==> src/rtl/csr_unit.sv <==
// ---------------------------------------------------------------------------
// csr_unit -- machine-mode control/status register block.
//
// Holds the M-mode CSRs (mstatus, misa, mtvec, mscratch, mepc, mcause and the
// 64-bit mcycle/minstret counters). It executes CSR instructions as they
// commit, takes traps and MRETs, and issues pipeline redirects.
//
// Ports
//   clk, rst            clock; asynchronous active-low reset
//   commit_valid/ready  commit handshake (ready only in RUN)
//   commit_pc           PC of the committing instruction
//   is_csr, csr_op,
//   csr_addr, rs1_idx,
//   rs1_val             CSR instruction fields and operand
//   exception_valid,
//   exception_cause     trap request for the committing instruction
//   is_mret             committing instruction is MRET
//   current_privilege   privilege of the committing instruction
//   csr_rdata           old CSR value for rd (combinational)
//   csr_illegal         access to an unimplemented CSR (combinational)
//   mstatus             live mstatus value
//   exception, mret_out one-cycle trap / MRET pulses
//   redirect_valid/pc   flush and fetch target
// ---------------------------------------------------------------------------
module csr_unit #(
    parameter int                    DATA_WIDTH  = 32,
    parameter logic [DATA_WIDTH-1:0] RESET_MTVEC = DATA_WIDTH'(32'h0000_0100)
) (
    input  logic                  clk,
    input  logic                  rst,
    input  logic                  commit_valid,
    output logic                  commit_ready,
    input  logic [DATA_WIDTH-1:0] commit_pc,
    input  logic                  is_csr,
    input  logic [2:0]            csr_op,
    input  logic [11:0]           csr_addr,
    input  logic [4:0]            rs1_idx,
    input  logic [DATA_WIDTH-1:0] rs1_val,
    input  logic                  exception_valid,
    input  logic [DATA_WIDTH-1:0] exception_cause,
    input  logic                  is_mret,
    input  logic [1:0]            current_privilege,
    output logic [DATA_WIDTH-1:0] csr_rdata,
    output logic                  csr_illegal,
    output logic [DATA_WIDTH-1:0] mstatus,
    output logic                  exception,
    output logic                  mret_out,
    output logic                  redirect_valid,
    output logic [DATA_WIDTH-1:0] redirect_pc
);

    localparam int                    CNT_W    = 2 * DATA_WIDTH;
    localparam logic [CNT_W-1:0]      CNT_ONE  = CNT_W'(1);
    localparam logic [DATA_WIDTH-1:0] MISA_VAL = DATA_WIDTH'(32'h4000_1100);
    localparam logic [DATA_WIDTH-1:0] ALIGN4   = ~DATA_WIDTH'(3);

    typedef enum logic [1:0] {
        ST_RUN  = 2'd0,
        ST_TRAP = 2'd1,
        ST_RET  = 2'd2
    } state_t;

    state_t                  state_reg, state_next;
    logic                    mie_reg, mpie_reg;
    logic [1:0]              mpp_reg;
    logic [DATA_WIDTH-1:0]   mtvec_reg, mscratch_reg, mepc_reg, mcause_reg;
    logic [CNT_W-1:0]        mcycle_reg, mcycle_next;
    logic [CNT_W-1:0]        minstret_reg, minstret_next;

    logic                    accept;
    logic                    implemented;
    logic [DATA_WIDTH-1:0]   read_data;
    logic [DATA_WIDTH-1:0]   operand;
    logic [DATA_WIDTH-1:0]   write_data;
    logic                    op_valid;
    logic                    write_en;

    assign accept = commit_valid && (state_reg == ST_RUN);

    // Only MIE, MPIE and MPP exist; everything else reads as zero.
    always_comb begin
        mstatus        = '0;
        mstatus[3]     = mie_reg;
        mstatus[7]     = mpie_reg;
        mstatus[12:11] = mpp_reg;
    end

    // Address decode and read mux.
    always_comb begin
        read_data   = '0;
        implemented = 1'b1;
        case (csr_addr)
            12'h300: read_data = mstatus;
            12'h301: read_data = MISA_VAL;
            12'h305: read_data = mtvec_reg;
            12'h340: read_data = mscratch_reg;
            12'h341: read_data = mepc_reg;
            12'h342: read_data = mcause_reg;
            12'hB00: read_data = mcycle_reg[DATA_WIDTH-1:0];
            12'hB80: read_data = mcycle_reg[CNT_W-1:DATA_WIDTH];
            12'hB02: read_data = minstret_reg[DATA_WIDTH-1:0];
            12'hB82: read_data = minstret_reg[CNT_W-1:DATA_WIDTH];
            default: implemented = 1'b0;
        endcase
    end

    // funct3[2] selects the zero-extended immediate, funct3[1:0] the operation.
    assign operand = csr_op[2] ? {{(DATA_WIDTH-5){1'b0}}, rs1_idx} : rs1_val;

    always_comb begin
        write_data = read_data;
        op_valid   = 1'b1;
        case (csr_op[1:0])
            2'b01:   write_data = operand;
            2'b10:   write_data = read_data | operand;
            2'b11:   write_data = read_data & ~operand;
            default: op_valid   = 1'b0;
        endcase
    end

    // Set/clear forms with a zero source register are pure reads.
    assign write_en = accept && is_csr && !exception_valid && implemented && op_valid
                      && ((csr_op[1:0] == 2'b01) || (rs1_idx != 5'd0));

    assign csr_illegal = accept && is_csr && !exception_valid && !implemented;
    assign csr_rdata   = (accept && is_csr && implemented) ? read_data : '0;

    // Counters: a write to one half replaces it and suppresses that cycle's
    // increment; the other half holds.
    always_comb begin
        mcycle_next   = mcycle_reg + CNT_ONE;
        minstret_next = minstret_reg;
        if (accept && !exception_valid)
            minstret_next = minstret_reg + CNT_ONE;
        if (write_en) begin
            case (csr_addr)
                12'hB00: mcycle_next   = {mcycle_reg[CNT_W-1:DATA_WIDTH], write_data};
                12'hB80: mcycle_next   = {write_data, mcycle_reg[DATA_WIDTH-1:0]};
                12'hB02: minstret_next = {minstret_reg[CNT_W-1:DATA_WIDTH], write_data};
                12'hB82: minstret_next = {write_data, minstret_reg[DATA_WIDTH-1:0]};
                default: ;
            endcase
        end
    end

    // FSM next state and redirect outputs.
    always_comb begin
        state_next     = state_reg;
        commit_ready   = 1'b0;
        exception      = 1'b0;
        mret_out       = 1'b0;
        redirect_valid = 1'b0;
        redirect_pc    = '0;
        case (state_reg)
            ST_RUN: begin
                commit_ready = 1'b1;
                if (accept && exception_valid)
                    state_next = ST_TRAP;
                else if (accept && is_mret)
                    state_next = ST_RET;
            end
            ST_TRAP: begin
                exception      = 1'b1;
                redirect_valid = 1'b1;
                redirect_pc    = mtvec_reg;
                state_next     = ST_RUN;
            end
            ST_RET: begin
                mret_out       = 1'b1;
                redirect_valid = 1'b1;
                redirect_pc    = mepc_reg;
                state_next     = ST_RUN;
            end
            default: state_next = ST_RUN;
        endcase
    end

    always_ff @(posedge clk or negedge rst) begin
        if (!rst) begin
            state_reg    <= ST_RUN;
            mie_reg      <= 1'b0;
            mpie_reg     <= 1'b0;
            mpp_reg      <= 2'b11;
            mtvec_reg    <= RESET_MTVEC;
            mscratch_reg <= '0;
            mepc_reg     <= '0;
            mcause_reg   <= '0;
            mcycle_reg   <= '0;
            minstret_reg <= '0;
        end else begin
            state_reg    <= state_next;
            mcycle_reg   <= mcycle_next;
            minstret_reg <= minstret_next;
            if (state_reg == ST_RET) begin
                // MPP is still visible during the RET cycle; restore on exit.
                mie_reg  <= mpie_reg;
                mpie_reg <= 1'b1;
                mpp_reg  <= 2'b00;
            end else if (accept && exception_valid) begin
                mepc_reg   <= commit_pc & ALIGN4;
                mcause_reg <= exception_cause;
                mpie_reg   <= mie_reg;
                mie_reg    <= 1'b0;
                mpp_reg    <= current_privilege;
            end else if (write_en) begin
                case (csr_addr)
                    12'h300: begin
                        mie_reg  <= write_data[3];
                        mpie_reg <= write_data[7];
                        // Only U (00) and M (11) exist; other encodings are dropped.
                        if ((write_data[12:11] == 2'b00) || (write_data[12:11] == 2'b11))
                            mpp_reg <= write_data[12:11];
                    end
                    12'h305: mtvec_reg    <= write_data & ALIGN4;
                    12'h340: mscratch_reg <= write_data;
                    12'h341: mepc_reg     <= write_data & ALIGN4;
                    12'h342: mcause_reg   <= write_data;
                    default: ;
                endcase
            end
        end
    end

endmodule

==> config.mk <==
export PLATFORM = sky130hd
export DESIGN_NAME = csr_unit
export DESIGN_NICKNAME = d
export VERILOG_FILES = /design/src/rtl/csr_unit.sv
export SDC_FILE = /design/constraint.sdc
export NUM_CORES = 1
export LEC_CHECK = 0
export ABC_AREA = 0
export CORE_UTILIZATION = 35
export CTS_BUF_LIST = sky130_fd_sc_hd__clkbuf_8
export DETAILED_ROUTE_END_ITERATION = 6
export GPL_TIMING_DRIVEN = 1
export REMOVE_ABC_BUFFERS = 1
export SLEW_MARGIN = 20
export SYNTH_ARGS = -nofsm -noshare
export SYNTH_HDL_FRONTEND = slang
export SYNTH_SLANG_ARGS = --single-unit
==> constraint.sdc <==
create_clock -name clk -period 3.4 [get_ports clk]
set_input_delay 0.68 -clock clk [delete_from_list [all_inputs] [get_ports clk]]
set_output_delay 0.68 -clock clk [all_outputs]
set_load 0.02 [all_outputs]
# [Yosys cells after proc, flatten, opt, wreduce, memory -nomap -nowiden]
# Cells that the tools add are included.
# Widths: inputs -> output; s select.
[word_totals] mem_bits_rw=0 out_inout_bits=101 rom_bits=0 reg_bits=260 word_cells=111 inputBits=124 latch_bits=0 memories=0
[op_classes] order_cmp=0 reduce_logical=33 addsub=2 n_div=0 n_mul=0 bitwise_logic=5 shift=0 eq_ne=21 muxes=38
[ops] op="$pmux 32 s10" n=1
[ops] op="$mux 32" n=8
[ops] op="$pmux 64 s2" n=2
[ops] op="$mux 64" n=3
[ops] op="$add 64x1->64 const B" n=2
[ops] op="$pmux 32 s3" n=1
[ops] op="$eq 12x10->1 const B" n=6
[ops] op="$pmux 32 s2" n=1
[ops] op="$eq 12x12->1 const B" n=4
[ops] op="$and 32x32->32" n=1
[ops] op="$not 32->32" n=1
[ops] op="$or 32x32->32" n=1
[ops] op="$mux 2" n=8
[ops] op="$mux 1" n=14
[ops] op="$logic_and 1x1->1" n=11
[ops] op="$reduce_or 10->1" n=1
[ops] op="$reduce_and 3->1" n=3
[ops] op="$reduce_bool 3->1" n=3
[ops] op="$eq 2x2->1 const B" n=4
[ops] op="$ne 2x2->1 const B" n=4
[ops] op="$reduce_and 4->1" n=2
[ops] op="$reduce_bool 2->1" n=3
[ops] op="$reduce_bool 5->1" n=1
[ops] op="$eq 2x1->1 const B" n=2
[ops] op="other kinds (8)" n=12

# [Depth between registers and ports, before layout]
# Gate-level depths: netlist (run 1).
[logic_depth] ltp_word=11 mapped_depth=12 mapped_depth_nobuf=9

# [Least setup slack after synthesis (run 1)]
# No wires, ideal clock.
[synth_timing] path_type="input -> output" start="input csr_addr[6]" end="output csr_rdata[0]" arrival_ns=2.574 slack_ns=0.146 cell_stages=7 cell_sequence="buf_4 nor3_2 o2111ai_1 a31oi_1 nand4_1 clkbuf_1 a31oi_1"
[synth_via] elab_chain_cells=5
[synth_lines] element="from (decl)" line_no="36" rtl="input logic [11:0] csr_addr,"
[synth_lines] element="$eq 12x12->1 / $eq 12x10->1 (equally long branches)" line_no="92" rtl="case (csr_addr)"
[synth_lines] element="$reduce_or 10->1 (no line)"
[synth_lines] element="$mux 1" line_no="92"
[synth_lines] element="$logic_and 1x1->1" line_no="126" rtl="assign csr_rdata = (accept && is_csr && implemented) ? read_data : '0;"
[synth_lines] element="$mux 32 *" line_no="126"
[synth_lines] element="to (decl)" line_no="43" rtl="output logic [DATA_WIDTH-1:0] csr_rdata,"
# Every way passes the cells marked *; elsewhere a longest branch is shown, timed or not.

# [Final worst setup path (run 1)]
[layout_timing] start="input csr_addr[11]" end="output csr_rdata[3]"
# The elaborated chain is that of the path after synthesis.

==> impl_metrics.yaml, run 1 <==
status:
  outcome: "finished, violations left"
  failed_checks: "DRC"
drt:
  wl_um: 93320
  viasPerCell: 6.212
  first_iter_violations: 2801
  drt_first_pass_iters: 7
  ant_nets: 0
  vias: 20177
  drc_errors: 5
  wire_per_inst_um: 28.73
clock_network:
  root_buffer: "clkbuf_8"
  htree_levels: 2
  cts-buffers-inserted: 51
  clkTransAtPathRegs_ns: 0.05
  cts_tree: "built"
  clock-sinks: 258
  cts.path.max_buffers: 3
  clkLatencyLatePin_ns: 0.68
global_route:
  grt_use_met3_pct: 7.392
  grt_overflow: 0
  grt_use_total_pct: 36.64
  grt_util_met1_pct: 50.91
  antenna_found_initial: 2
  top_usage_layer: "met2"
  grt_pass1_wl_um: 134500
  grt_max_degree: 91
  grt_pass1_vias: 19309
  grt.met2_usage_pct: 55.33
cells_and_area:
  num-fill-cells: 4653
  area_growth_pct: 42.05
  fin_cells: 3248
  n_antenna_cell: 0
  fin_util_pct: 50.61
  nNetsFinal: 2673
  seqCellArea_sq_um: 6460
  multi_input_area_sq_um: 10650
  drive_gt1_share_pct: 26.08
logic_synthesis:
  synthCells: 2077
  synthTopCellsByArea: "dfrtp_1 37%, nand2_1 5.2%, o21ai_0 3.6%"
  synthFlopType: "dfrtp_1"
  ys_warn_count: 0
  synth_area_per_cell_sq_um: 8.415
  postSynth.asyncResetShare_pct: 100.0
  yosys-top-cells-count: "255 x dfrtp_1, 240 x nand2_1, 157 x nor2_1, 124 x o21ai_0, 122 x a21oi_1"
  ys_seq_area_share_pct: 36.96
  synth_edf_count: 0
  synth_top_area_share_pct: 36.51
  ys_seq_elements: 258
  synth.most_common_cell: "dfrtp_1"
  ys_types: 94
  syn-cell-area_sq_um: 17480
  synth_top_cell_by_area: "dfrtp_1"
die:
  start_util_pct: 35.63
  coreArea_sq_um: 49050
  boundaryPins: 225
  rows: 81
  fp.dieArea_sq_um: 50830
  die_height_um: 225.5
  die_w_um: 225.5
sta:
  relSlewSlack_pct: 42.14
  setup_violations: 0
  rsz0062_at_grt: "true"
  clock_skew_ns: 0.04456
  slew_violations: 0
  layout_min_cycle_time_ns: 3.399
  worst_slew_pin_slew_ns: 0.8679
  fmax_mhz: 294.2
  hold_viol: 0
  tns_ns: 0
  period_share_pct: 99.96
worst_setup_path:
  start_kind: "input pin"
  crit_path_end_kind: "output port"
  crit_fanout: 7
  worstPathRequired_ns: 2.72
  critPathKind: "in -> out"
  arrival_ns: 2.72
placement:
  place_inst: 3107
  place_congestion: 0.9911
  place_hpwl_um: 69390
  port_buffers: 192
pwr:
  swShare_pct: 34.20
  peakVddDrop_mv: 0.2024
  seq_power_share_pct: 39.7
  leakage_nw: 10.42
  clkPwrFrac_pct: 36.3
  comb_power_share_pct: 24.0
  internal-power_mw: 6.481
  power_switching_mw: 3.369
  powerDensity_nw_per_um2: 396.8
run:
  maxCapViolCount: 0
hold_path:
  hold_path.class: "in -> async"
==> area by class of cell <==
cell class,count,share of cell area (%)
clock inverter,28,0.9273
tap,664,3.346
clock buffer,65,3.603
timing repair buffer,576,22.90
inverter,20,0.3024
sequential,258,26.02
multi-input combinational,1637,42.90
==> critical path, cell delays in order <==
cell and delay (ns):
buf_6 0.09, buf_6 0.13, or4_4 0.60, nor4_4 0.31
buf_12 0.20, buf_12 0.13, a22oi_2 0.06, and4b_2 0.27
nor2_2 0.11, buf_6 0.13
==> power groups by stage <==
stage	combinational (mW)	sequential [mW]	clock, mW
final	2.37	3.91	3.57
after global routing	2.51	3.94	3.74
after CTS	2.33	3.88	3.60
after detailed placement	2.29	3.93	0
after global placement	2.26	3.92	0
after floorplan	1.01	3.75	0
==> final timing paths <==
path | start | to | slack [ns] | cells after the start
max in group asynchronous | rst | mcause_reg[20] | 2.47 | 2
max | csr_addr[11] | csr_rdata[3] | 0.001 | 10
min reg2reg | mscratch_reg[15] | mscratch_reg[15] | 0.48 | 2
max reg2reg | state_reg[0] | mepc_reg[4] | 0.43 | 11
min in group clk | mscratch_reg[15] | mscratch_reg[15] | 0.48 | 2
min | rst | mcause_reg[19] | 0.02 | 1
==> logic make-up after synthesis <==
kind of cell / count (synthesis) / share of synthesized area, %
xor gates and xnor gates: 84 / 4.209
buffers and inverters: 211 / 6.071
adders and majority gates: 5 / 0.3579
muxes: 46 / 2.663
and+or+nand+nor: 866 / 26.56
other: 1 / 0.02146
AOI/OAI and AO/OA: 606 / 23.16
DFF: 258 / 36.96
==> routing by layer <==
| layer | up-vias | share of wire (%) |
|---|---|---|
| li1 | 8595 | - |
| met1 | 9957 | 41 |
| met2 | 1376 | 44 |
| met3 | 249 | 11 |
| met4 | 0 | 4.2 |
| met5 | - | 0 |
==> through the flow <==
stage	instance area (sq um)	setup slack, ns	hold WS, ns	power (mW)
after floorplan	16600	-1.052	0.3844	4.761
after global placement	22610	-1.196	0.4622	6.182
after detailed placement	22610	-1.157	0.4701	6.216
after CTS	24660	0.005594	0.06939	9.819
after global routing	24830	-0.03643	0.1044	10.19
final	24830	0.001498	0.02246	9.850
==> cell usage in the layout (no fill, tap or decap), types with 11 or more instances in the layout <==
master	instances
buf_4	305
dfrtp_1	255
nand2_1	237
clkdlybuf4s50_1	139
nor2_1	136
o21ai_0	124
a21oi_1	118
nand3_1	97
clkbuf_8	65
a22oi_1	58
nor2b_1	58
o211ai_1	58
buf_12	58
xnor2_1	55
nand4_1	54
buf_6	50
mux2i_1	41
inv_1	36
o21ai_1	36
nor4_1	32
nor3_1	31
conb_1	30
a22o_1	29
and3_1	29
xor2_1	29
a31oi_1	20
and2_1	16
nand2b_1	15
o22ai_1	14
nor2_2	13
a21o_1	12
a22oi_2	11
==> timing repair <==
item / CTS / global route
endpoints found under the setup margin: 34 / 37
setup buffers: 41 / 8
cloned: 5 / 0
hold buffers: 0 / 0
pin swaps: 44 / 26
endpoints found under the hold margin: 0 / 0
resized for setup: 346 / 44
(Power assumes the default switching activity.)
==> inputs of run 2 (changes only) <==
--- a/config.mk
+++ b/config.mk
@@ -8,6 +8,7 @@
 export ABC_AREA = 0
 export CORE_UTILIZATION = 35
 export CTS_BUF_LIST = sky130_fd_sc_hd__clkbuf_8
+export CTS_CLUSTER_SIZE = 28
 export DETAILED_ROUTE_END_ITERATION = 6
 export GPL_TIMING_DRIVEN = 1
 export REMOVE_ABC_BUFFERS = 1
==> results of run 2 <==
The final DEF is identical to that of run 1; final timing and power are the same.
